===== src/rtl/dram_arbiter_if.sv =====
`default_nettype none
//============================================================================
// Module      : dram_arbiter_if
// Description : Bundle of every handshake/bus signal around dram_arbiter:
//               the two memory clients (port 0 = I-cache line fill, read
//               only; port 1 = data side, read/write) and the DRAM
//               controller user port.
//               modport master : arbiter view (masters the DRAM user port,
//                                serves both clients)
//               modport slave  : environment view (clients + controller)
// Revision    : 1.0  initial release
//============================================================================
interface dram_arbiter_if #(
  parameter int ADDR_WIDTH = 27,
  parameter int DATA_WIDTH = 128,
  parameter int MASK_WIDTH = 16
);

  // Port 0: instruction-cache line fill (read only)
  logic                  m0_ren;
  logic [ADDR_WIDTH-1:0] m0_addr;
  logic                  m0_ready;
  logic [DATA_WIDTH-1:0] m0_rdata;
  logic                  m0_rvalid;

  // Port 1: data side (read/write)
  logic                  m1_ren;
  logic                  m1_wen;
  logic [ADDR_WIDTH-1:0] m1_addr;
  logic [DATA_WIDTH-1:0] m1_wdata;
  logic [MASK_WIDTH-1:0] m1_wmask;
  logic                  m1_ready;
  logic [DATA_WIDTH-1:0] m1_rdata;
  logic                  m1_rvalid;

  // DRAM controller user port
  logic                  dram_ren;
  logic                  dram_wen;
  logic [ADDR_WIDTH-1:0] dram_addr;
  logic [DATA_WIDTH-1:0] dram_wdata;
  logic [MASK_WIDTH-1:0] dram_wmask;
  logic                  dram_busy;
  logic                  dram_init_calib_complete;
  logic [DATA_WIDTH-1:0] dram_rdata;
  logic                  dram_rdata_valid;

  modport master (
    input  m0_ren, m0_addr,
    output m0_ready, m0_rdata, m0_rvalid,
    input  m1_ren, m1_wen, m1_addr, m1_wdata, m1_wmask,
    output m1_ready, m1_rdata, m1_rvalid,
    output dram_ren, dram_wen, dram_addr, dram_wdata, dram_wmask,
    input  dram_busy, dram_init_calib_complete, dram_rdata, dram_rdata_valid
  );

  modport slave (
    output m0_ren, m0_addr,
    input  m0_ready, m0_rdata, m0_rvalid,
    output m1_ren, m1_wen, m1_addr, m1_wdata, m1_wmask,
    input  m1_ready, m1_rdata, m1_rvalid,
    input  dram_ren, dram_wen, dram_addr, dram_wdata, dram_wmask,
    output dram_busy, dram_init_calib_complete, dram_rdata, dram_rdata_valid
  );

endinterface
`default_nettype wire


===== src/rtl/dram_arbiter.sv =====
`default_nettype none
//============================================================================
// Module      : dram_arbiter
// Description : Two-port arbiter in front of the single DRAM user port.
//               Serialises 128-bit line commands from the I-cache fill
//               client (port 0, read only) and the data client (port 1,
//               read/write), honours controller busy/calibration status and
//               routes returning read data to the owning client. At most one
//               DRAM read is outstanding.
// Ports       : clock, reset       - DRAM user clock, synchronous active-high
//               bus (master)       - client requests/ready/rdata/rvalid and
//                                    DRAM ren/wen/addr/wdata/wmask/busy/
//                                    calib/rdata/rdata_valid
// Config      : DRAM_ARB_ROUND_ROBIN_EN defined   -> round-robin arbitration
//               DRAM_ARB_ROUND_ROBIN_EN undefined -> fixed priority, port 1
// Revision    : 1.0  initial release
//============================================================================
module dram_arbiter #(
  parameter int ADDR_WIDTH = 27,
  parameter int DATA_WIDTH = 128,
  parameter int MASK_WIDTH = 16
) (
  input wire             clock,
  input wire             reset,
  dram_arbiter_if.master bus
);

  typedef enum logic [1:0] {
    IDLE   = 2'd0,
    ISSUE  = 2'd1,
    RDWAIT = 2'd2
  } state_t;

  state_t                r_state;
  state_t                w_state_nxt;

  logic                  r_owner;      // 0 = port 0, 1 = port 1
  logic                  r_dram_ren;
  logic                  r_dram_wen;
  logic [ADDR_WIDTH-1:0] r_dram_addr;
  logic [DATA_WIDTH-1:0] r_dram_wdata;
  logic [MASK_WIDTH-1:0] r_dram_wmask;
  logic [DATA_WIDTH-1:0] r_m0_rdata;
  logic [DATA_WIDTH-1:0] r_m1_rdata;
  logic                  r_m0_rvalid;
  logic                  r_m1_rvalid;

  logic                  w_m1_req;
  logic                  w_grant;
  logic                  w_accept;
  logic                  w_sel_m1;
  logic                  w_m0_ready;
  logic                  w_m1_ready;

  assign w_m1_req = bus.m1_ren | bus.m1_wen;
  assign w_grant  = (r_state == IDLE) & bus.dram_init_calib_complete &
                    (bus.m0_ren | w_m1_req);
  assign w_accept = (r_state == ISSUE) & ~bus.dram_busy;

`ifdef DRAM_ARB_ROUND_ROBIN_EN
  // Remembers which port won the most recent grant. Resetting it to
  // "port 1 last" makes port 0 win the first contended grant.
  logic r_last_m1;

  always_comb begin
    w_sel_m1 = w_m1_req;
    if (bus.m0_ren && w_m1_req) begin
      w_sel_m1 = ~r_last_m1;
    end
  end

  always_ff @(posedge clock) begin
    if (reset) begin
      r_last_m1 <= 1'b1;
    end else if (w_grant) begin
      r_last_m1 <= w_sel_m1;
    end
  end
`else
  // Fixed priority: data side wins whenever it requests.
  assign w_sel_m1 = w_m1_req;
`endif

  // State register
  always_ff @(posedge clock) begin
    if (reset) begin
      r_state <= IDLE;
    end else begin
      r_state <= w_state_nxt;
    end
  end

  // Next state and the combinational ready pulses
  always_comb begin
    w_state_nxt = r_state;
    w_m0_ready  = 1'b0;
    w_m1_ready  = 1'b0;
    case (r_state)
      IDLE: begin
        if (w_grant) begin
          w_state_nxt = ISSUE;
        end
      end
      ISSUE: begin
        if (!bus.dram_busy) begin
          w_m0_ready  = ~r_owner;
          w_m1_ready  = r_owner;
          // The issued command itself tells us whether data will return.
          w_state_nxt = r_dram_ren ? RDWAIT : IDLE;
        end
      end
      RDWAIT: begin
        if (bus.dram_rdata_valid) begin
          w_state_nxt = IDLE;
        end
      end
      default: w_state_nxt = IDLE;
    endcase
  end

  // Command latch, owner tag and read-data return path
  always_ff @(posedge clock) begin
    if (reset) begin
      r_owner      <= 1'b0;
      r_dram_ren   <= 1'b0;
      r_dram_wen   <= 1'b0;
      r_dram_addr  <= '0;
      r_dram_wdata <= '0;
      r_dram_wmask <= '0;
      r_m0_rdata   <= '0;
      r_m1_rdata   <= '0;
      r_m0_rvalid  <= 1'b0;
      r_m1_rvalid  <= 1'b0;
    end else begin
      r_m0_rvalid <= 1'b0;
      r_m1_rvalid <= 1'b0;

      if (w_grant) begin
        r_owner     <= w_sel_m1;
        r_dram_addr <= w_sel_m1 ? bus.m1_addr : bus.m0_addr;
        // On port 1 a simultaneous read+write is illegal; the write wins.
        r_dram_wen  <= w_sel_m1 & bus.m1_wen;
        r_dram_ren  <= ~w_sel_m1 | ~bus.m1_wen;
        if (w_sel_m1 && bus.m1_wen) begin
          r_dram_wdata <= bus.m1_wdata;
          r_dram_wmask <= bus.m1_wmask;
        end
      end else if (w_accept) begin
        r_dram_ren <= 1'b0;
        r_dram_wen <= 1'b0;
      end

      // Data returning outside RDWAIT (e.g. after a mid-read reset) is dropped.
      if ((r_state == RDWAIT) && bus.dram_rdata_valid) begin
        if (r_owner) begin
          r_m1_rdata  <= bus.dram_rdata;
          r_m1_rvalid <= 1'b1;
        end else begin
          r_m0_rdata  <= bus.dram_rdata;
          r_m0_rvalid <= 1'b1;
        end
      end
    end
  end

  assign bus.m0_ready   = w_m0_ready;
  assign bus.m1_ready   = w_m1_ready;
  assign bus.m0_rdata   = r_m0_rdata;
  assign bus.m1_rdata   = r_m1_rdata;
  assign bus.m0_rvalid  = r_m0_rvalid;
  assign bus.m1_rvalid  = r_m1_rvalid;
  assign bus.dram_ren   = r_dram_ren;
  assign bus.dram_wen   = r_dram_wen;
  assign bus.dram_addr  = r_dram_addr;
  assign bus.dram_wdata = r_dram_wdata;
  assign bus.dram_wmask = r_dram_wmask;

endmodule
`default_nettype wire


===== src/flat_wrapper.sv =====
// flat-port wrapper written by rule: the top's interface ports become plain ports
module dram_arbiter_flat 
#(
  parameter int ADDR_WIDTH = 27,
  parameter int DATA_WIDTH = 128,
  parameter int MASK_WIDTH = 16
)
  (clock, reset, bus_m0_ren, bus_m0_addr, bus_m0_ready, bus_m0_rdata, bus_m0_rvalid, bus_m1_ren, bus_m1_wen, bus_m1_addr, bus_m1_wdata, bus_m1_wmask, bus_m1_ready, bus_m1_rdata, bus_m1_rvalid, bus_dram_ren, bus_dram_wen, bus_dram_addr, bus_dram_wdata, bus_dram_wmask, bus_dram_busy, bus_dram_init_calib_complete, bus_dram_rdata, bus_dram_rdata_valid);
  dram_arbiter_if #(.ADDR_WIDTH(ADDR_WIDTH), .DATA_WIDTH(DATA_WIDTH), .MASK_WIDTH(MASK_WIDTH)) bus_i ();
  input wire clock;
  input wire reset;
  input wire logic [$bits(bus_i.m0_ren)-1:0] bus_m0_ren;
  input wire logic [$bits(bus_i.m0_addr)-1:0] bus_m0_addr;
  output wire logic [$bits(bus_i.m0_ready)-1:0] bus_m0_ready;
  output wire logic [$bits(bus_i.m0_rdata)-1:0] bus_m0_rdata;
  output wire logic [$bits(bus_i.m0_rvalid)-1:0] bus_m0_rvalid;
  input wire logic [$bits(bus_i.m1_ren)-1:0] bus_m1_ren;
  input wire logic [$bits(bus_i.m1_wen)-1:0] bus_m1_wen;
  input wire logic [$bits(bus_i.m1_addr)-1:0] bus_m1_addr;
  input wire logic [$bits(bus_i.m1_wdata)-1:0] bus_m1_wdata;
  input wire logic [$bits(bus_i.m1_wmask)-1:0] bus_m1_wmask;
  output wire logic [$bits(bus_i.m1_ready)-1:0] bus_m1_ready;
  output wire logic [$bits(bus_i.m1_rdata)-1:0] bus_m1_rdata;
  output wire logic [$bits(bus_i.m1_rvalid)-1:0] bus_m1_rvalid;
  output wire logic [$bits(bus_i.dram_ren)-1:0] bus_dram_ren;
  output wire logic [$bits(bus_i.dram_wen)-1:0] bus_dram_wen;
  output wire logic [$bits(bus_i.dram_addr)-1:0] bus_dram_addr;
  output wire logic [$bits(bus_i.dram_wdata)-1:0] bus_dram_wdata;
  output wire logic [$bits(bus_i.dram_wmask)-1:0] bus_dram_wmask;
  input wire logic [$bits(bus_i.dram_busy)-1:0] bus_dram_busy;
  input wire logic [$bits(bus_i.dram_init_calib_complete)-1:0] bus_dram_init_calib_complete;
  input wire logic [$bits(bus_i.dram_rdata)-1:0] bus_dram_rdata;
  input wire logic [$bits(bus_i.dram_rdata_valid)-1:0] bus_dram_rdata_valid;
  assign bus_i.m0_ren = bus_m0_ren;
  assign bus_i.m0_addr = bus_m0_addr;
  assign bus_m0_ready = bus_i.m0_ready;
  assign bus_m0_rdata = bus_i.m0_rdata;
  assign bus_m0_rvalid = bus_i.m0_rvalid;
  assign bus_i.m1_ren = bus_m1_ren;
  assign bus_i.m1_wen = bus_m1_wen;
  assign bus_i.m1_addr = bus_m1_addr;
  assign bus_i.m1_wdata = bus_m1_wdata;
  assign bus_i.m1_wmask = bus_m1_wmask;
  assign bus_m1_ready = bus_i.m1_ready;
  assign bus_m1_rdata = bus_i.m1_rdata;
  assign bus_m1_rvalid = bus_i.m1_rvalid;
  assign bus_dram_ren = bus_i.dram_ren;
  assign bus_dram_wen = bus_i.dram_wen;
  assign bus_dram_addr = bus_i.dram_addr;
  assign bus_dram_wdata = bus_i.dram_wdata;
  assign bus_dram_wmask = bus_i.dram_wmask;
  assign bus_i.dram_busy = bus_dram_busy;
  assign bus_i.dram_init_calib_complete = bus_dram_init_calib_complete;
  assign bus_i.dram_rdata = bus_dram_rdata;
  assign bus_i.dram_rdata_valid = bus_dram_rdata_valid;
  dram_arbiter #(.ADDR_WIDTH(ADDR_WIDTH), .DATA_WIDTH(DATA_WIDTH), .MASK_WIDTH(MASK_WIDTH)) u_core (.clock(clock), .reset(reset), .bus(bus_i));
endmodule

===== config.mk =====
export PLATFORM = sky130hd
export DESIGN_NAME = dram_arbiter_flat
export DESIGN_NICKNAME = d
export VERILOG_FILES = /design/src/rtl/dram_arbiter_if.sv /design/src/rtl/dram_arbiter.sv /design/src/flat_wrapper.sv
export SDC_FILE = /design/constraint.sdc
export NUM_CORES = 1
export LEC_CHECK = 0
export ABC_AREA = 1
export CELL_PAD_IN_SITES_DETAIL_PLACEMENT = 1
export CELL_PAD_IN_SITES_GLOBAL_PLACEMENT = 1
export CORE_AREA = 2 2 300 302
export DETAILED_ROUTE_END_ITERATION = 10
export DIE_AREA = 0 0 302 304
export DONT_BUFFER_PORTS = 1
export GPL_TIMING_DRIVEN = 1
export PLACE_DENSITY_LB_ADDON = 0.1
export SLEW_MARGIN = 10
export SYNTH_ARGS = -nofsm -noshare
export SYNTH_HDL_FRONTEND = slang
export SYNTH_SLANG_ARGS = --single-unit

===== constraint.sdc =====
create_clock -name clock -period 2.8 [get_ports clock]
set_input_delay 0.56 -clock clock [delete_from_list [all_inputs] [get_ports clock]]
set_output_delay 0.56 -clock clock [all_outputs]
set_load 0.05 [all_outputs]

# [Word-level counts from Yosys, hierarchy flattened]
# Cells that the tools add are included.
[op_classes] eq_ne=5 n_mux=15 n_bitwise=12 n_reduce_logical=9
[op_table] op="$mux W27" n=1
[op_table] op="$mux W1" n=9
[op_table] op="$mux W2" n=4
[op_table] op="$pmux W2 S3" n=1
[op_table] op="$reduce_and A2 Y1" n=3
[op_table] op="$not A1 Y1" n=5
[op_table] op="$and A1 B1 Y1" n=4
[op_table] op="$ne A2 B2 Y1 const B" n=2
[op_table] op="$or A1 B1 Y1" n=3
[op_table] op="$reduce_and A3 Y1" n=1
[op_table] op="$eq A2 B1 Y1 const B" n=1
[op_table] op="$eq A2 B2 Y1 const B" n=1
[op_table] op="$logic_and A1 B1 Y1" n=2
[op_table] op="$logic_not A2 Y1" n=1
[op_table] op="$ne A2 B1 Y1 const B" n=1
[op_table] op="$reduce_bool A2 Y1" n=1
[op_table] op="$reduce_or A2 Y1" n=1
[totals] inputBits=334 register_bits=434 out_inout_bits=433 elab_cells=52

# [Logic depth before layout (Yosys ltp)]
[logic_depth] ltp_word=5 depth_mapped=9 ltp_nobuf=7

# [Worst setup path after synthesis]
# Ideal clock, no wire load.
[synth_timing] kind="input to output" from="input bus_dram_busy" to="output bus_m0_ready" required_time_ns=2.240 n_path_buf=0 setup_slack_ns=0.711 arrival_ns=1.529 cell_stages=2 path_cell_list="or2_2 -> nor2_1"
[synth_between] elab_chain_cells=2
[synth_lines] element="start, declared" line="flat_wrapper.sv:30" rtl="input wire logic [$bits(bus_i.dram_busy)-1:0] bus_dram_busy;"
[synth_lines] element="$mux W1" line="dram_arbiter.sv:105" rtl="if (!bus.dram_busy) begin"
[synth_lines] element="$mux W1" line="dram_arbiter.sv:98" rtl="case (r_state)"
[synth_lines] element="end, declared" line="flat_wrapper.sv:14" rtl="output wire logic [$bits(bus_i.m0_ready)-1:0] bus_m0_ready;"
# Every way passes these cells.

# [Final worst setup path]
[layout_timing] from="register u_core.r_state[0]" to="register u_core.r_dram_wdata[20], in the netlist u_core.bus.dram_wdata[20]"
[layout_between] elab_chain_cells=4
[layout_lines] element="start, declared" line="dram_arbiter.sv:34" rtl="state_t r_state;"
[layout_lines] element="start signal, assigned" line="dram_arbiter.sv:89" rtl="r_state <= w_state_nxt;"
[layout_lines] element="$logic_not A2 Y1" line="dram_arbiter.sv:56" rtl="assign w_grant = (r_state == IDLE) & bus.dram_init_calib_complete &"
[layout_lines] element="$and A1 B1 Y1 (2 in a row)" line="dram_arbiter.sv:56"
[layout_lines] element="$reduce_and A2 Y1 (no line)"
[layout_lines] element="end signal, assigned" line="dram_arbiter.sv:145" rtl="r_dram_wdata <= bus.m1_wdata;"
[layout_lines] element="end, declared" line="dram_arbiter.sv:41" rtl="logic [DATA_WIDTH-1:0] r_dram_wdata;"
# Every way passes these cells.
# A chain may end at the register's enable or synchronous reset.

==> run_results.csv <==
group,metric,value,unit
timing,slew-limit-headroom,45.9,%
clocking,numCtsBuffers,55,
drt,wirelength,69500,um
clocking,clk_pin_slew,60,ps
drt,drc_errors,0,
timing,rsz0062_at_grt,"no",
die,core-area,89000,um^2
placement,gp_congestion,0.800,
synth,yosysWarnings,0,
timing,min_period,2360,ps
setup_path,ff2ff_path_depth,9,
run,drv_cap,0,
timing,final.setup.tns,0,ps
grt,antenna_found_initial,5,
drt,first_pass_iters,4,
timing,finalSetupViolCount,0,
timing,timing.final.ws_setup,441,ps
clocking,clock_path_buffers,3,
drt,vias_per_cell,4.12,
synth,ys_ff_latch,434,
clocking,clock_latency,620,ps
timing,worst_pin_slew,808,ps
synth,synth_nets,2323,
power,p_leak,0.00632,uW
die,dieHeight,304,um
finish,drive_gt1_share,6.49,%
die,start_util,17.2,%
drt,drtIter0Drc,552,
setup_path,cp-startpoint,"u_core.r_state[0]",
timing,clock-skew-final,26.1,ps
finish,nets,2269,
finish,syn_to_final_growth,20.3,%
placement,place_inst,3049,
finish,final_util,20.7,%
synth,netlist_area,15400,um^2
worst_hold_path,hold_class,"in2reg",
timing,period_share,84.2,%
setup_path,crit_type,"reg2reg",
setup_path,worstPathArrival,2910,ps
grt,grt_pass1_vias,13200,
setup_path,crit_fanout,34,
drt,wl_per_cell,22.0,um
placement,place_ws,626,ps
die,boundaryPins,767,
die,die_x,302,um
grt,gr-total-overflow,0,
timing,finalMaxSlewViolations,0,
clocking,htree_num_levels,2,
placement,dp_hpwl,51200,um
setup_path,reg2reg_slack,440,ps
clocking,cts_sinks,434,
drt,vias,13000,
grt,grt_pass1_wl,97600,um
die,row_count,110,
synth,avgSynthCellArea,7.72,um^2
clocking,cts-root-buf,"clkbuf_16",
setup_path,worstPathRequired,3350,ps
setup_path,timing.rr.start,"u_core.r_state[0]",
finish,instances_no_fill,3152,
grt,grt_max_degree,142,
timing,hold_viol,0,
setup_path,cp-end-kind,"flop",
die,dieArea,91800,um^2
synth,yosysUniqueCellTypes,14,
status,status,"complete, no violations",
clocking,post-cts-setup-buffer-count,0,
clocking,cts_tree,"yes",
setup_path,start_kind,"flop",
timing,holdWs,93.7,ps
power,power.density,795,nW/um^2
setup_path,r2r_end,"u_core.bus.dram_wdata[20]",
grt,grt_usage,14.5,%
synth,ys_seq_area_share,56.6,%
synth,syn_inst,1989,
drt,ant_nets,0,
power,ir_drop,0.000441,V
finish,nFillCells,10500,
setup_path,crit_path_end,"u_core.bus.dram_wdata[20]",
timing,fmax,0.424,GHz
placement,portBuffers,0,
[logic make-up (layout without fill, tap and decap cells)]
logic type,count (synthesis),after routing,share of synthesized area (%)
other cells,0,4,0
compound gates,587,587,19.1
simple gates,678,678,16.7
flops,434,434,56.6
buf+inv,290,273,7.61
[metrics by stage]
| stage | power, uW | area [um^2] |
|---|---|---|
| floorplan | 7520 | 15400 |
| global placement | 7730 | 16600 |
| detailed placement | 7740 | 16600 |
| CTS | 15000 | 18500 |
| global route | 15300 | 18500 |
| finish | 14700 | 18500 |
[area by class of cell]
| type | instances | area, um^2 | share of cell area, % |
|---|---|---|---|
| multi-input cells | 1265 | 5540 | 30.0 |
| clock inverters | 13 | 136 | 0.738 |
| repair buffers | 38 | 453 | 2.45 |
| clock buffers | 81 | 1640 | 8.85 |
| inverters | 141 | 539 | 2.92 |
| well taps | 1176 | 1470 | 7.97 |
| flip-flops and latches | 434 | 8690 | 47.0 |
| diodes | 4 | 10.0 | 0.0542 |
[critical path, cell delays in order (launching register included)]
cell and delay (ps):
dfxtp_1 330, inv_1 60, nand2_1 110, nor2_2 270
nand3_4 220, inv_4 300, buf_12 240, nand2_1 90
a21oi_1 130, dlygate4sd3_1 550
[power breakdown]
group | switching, uW | internal (uW)
Sequential | 660 | 6330
Clock | 2870 | 4180
Combinational | 429 | 205
[how the worst min path moves through the flow]
stage,startpoint,end,cells after the start,slack [ps]
final,bus_m1_wdata[86],u_core.bus.dram_wdata[86],2,90
after global routing,bus_m1_wdata[119],u_core.bus.dram_wdata[119],2,50
after CTS,bus_m1_wdata[18],u_core.bus.dram_wdata[18],2,40
after detailed placement,u_core.r_state[0],u_core.r_state[0],2,550
after global placement,u_core.r_state[0],u_core.r_state[0],2,530
after floorplan,u_core.r_owner,u_core.r_owner,2,470
[per-layer routing]
metal  share of wire (%)  GRT usage (%)
met5               0.019              0
met4                 3.1           5.13
met3                  12           7.20
met2                  50           25.6
met1                  35           14.5
[sequential cells by signal, indices dropped and copies added (netlist names)]
signal                 flops
u_core.bus.dram_wen        1
u_core.bus.m0_rvalid       1
u_core.bus.dram_wmask     16
u_core.bus.m1_rvalid       1
u_core.bus.m0_rdata      128
u_core.bus.m1_rdata      128
u_core.r_state             2
u_core.r_owner             1
u_core.bus.dram_addr      27
u_core.bus.dram_wdata    128
u_core.bus.dram_ren        1
[cells in the mapped netlist, drive strengths merged]
| cell | number | share of area [%] |
|---|---|---|
| dfxtp | 434 | 57 |
| nand2 | 380 | 9.3 |
| a21oi | 304 | 9.9 |
| nor2 | 291 | 7.1 |
| o21ai | 283 | 9.2 |
| inv | 141 | 3.4 |
| clkbuf | 99 | 2.4 |
| buf | 50 | 1.7 |
| nand3 | 6 | 0.23 |
| or2 | 1 | 0.041 |
[layout by cell type, fill, tap and decap left out, types with 3 or more instances in the layout]
cell           instances
a21oi_1              304
buf_12                11
buf_4                 22
clkbuf_1              11
clkbuf_16             56
clkbuf_8              14
clkinv_2               7
dfxtp_1              434
diode_2                4
dlygate4sd3_1          4
inv_1                136
nand2_1              380
nand3_1                3
nand3_4                3
nor2_1               289
o21ai_0              282
[repair_timing]
action	4_1_cts	5_1_grt
endpoints found under the setup margin	0	0
gates resized for setup	0	0
hold buffers	5	0
hold endpoints to repair	138	0
(Power assumes the default switching activity.)
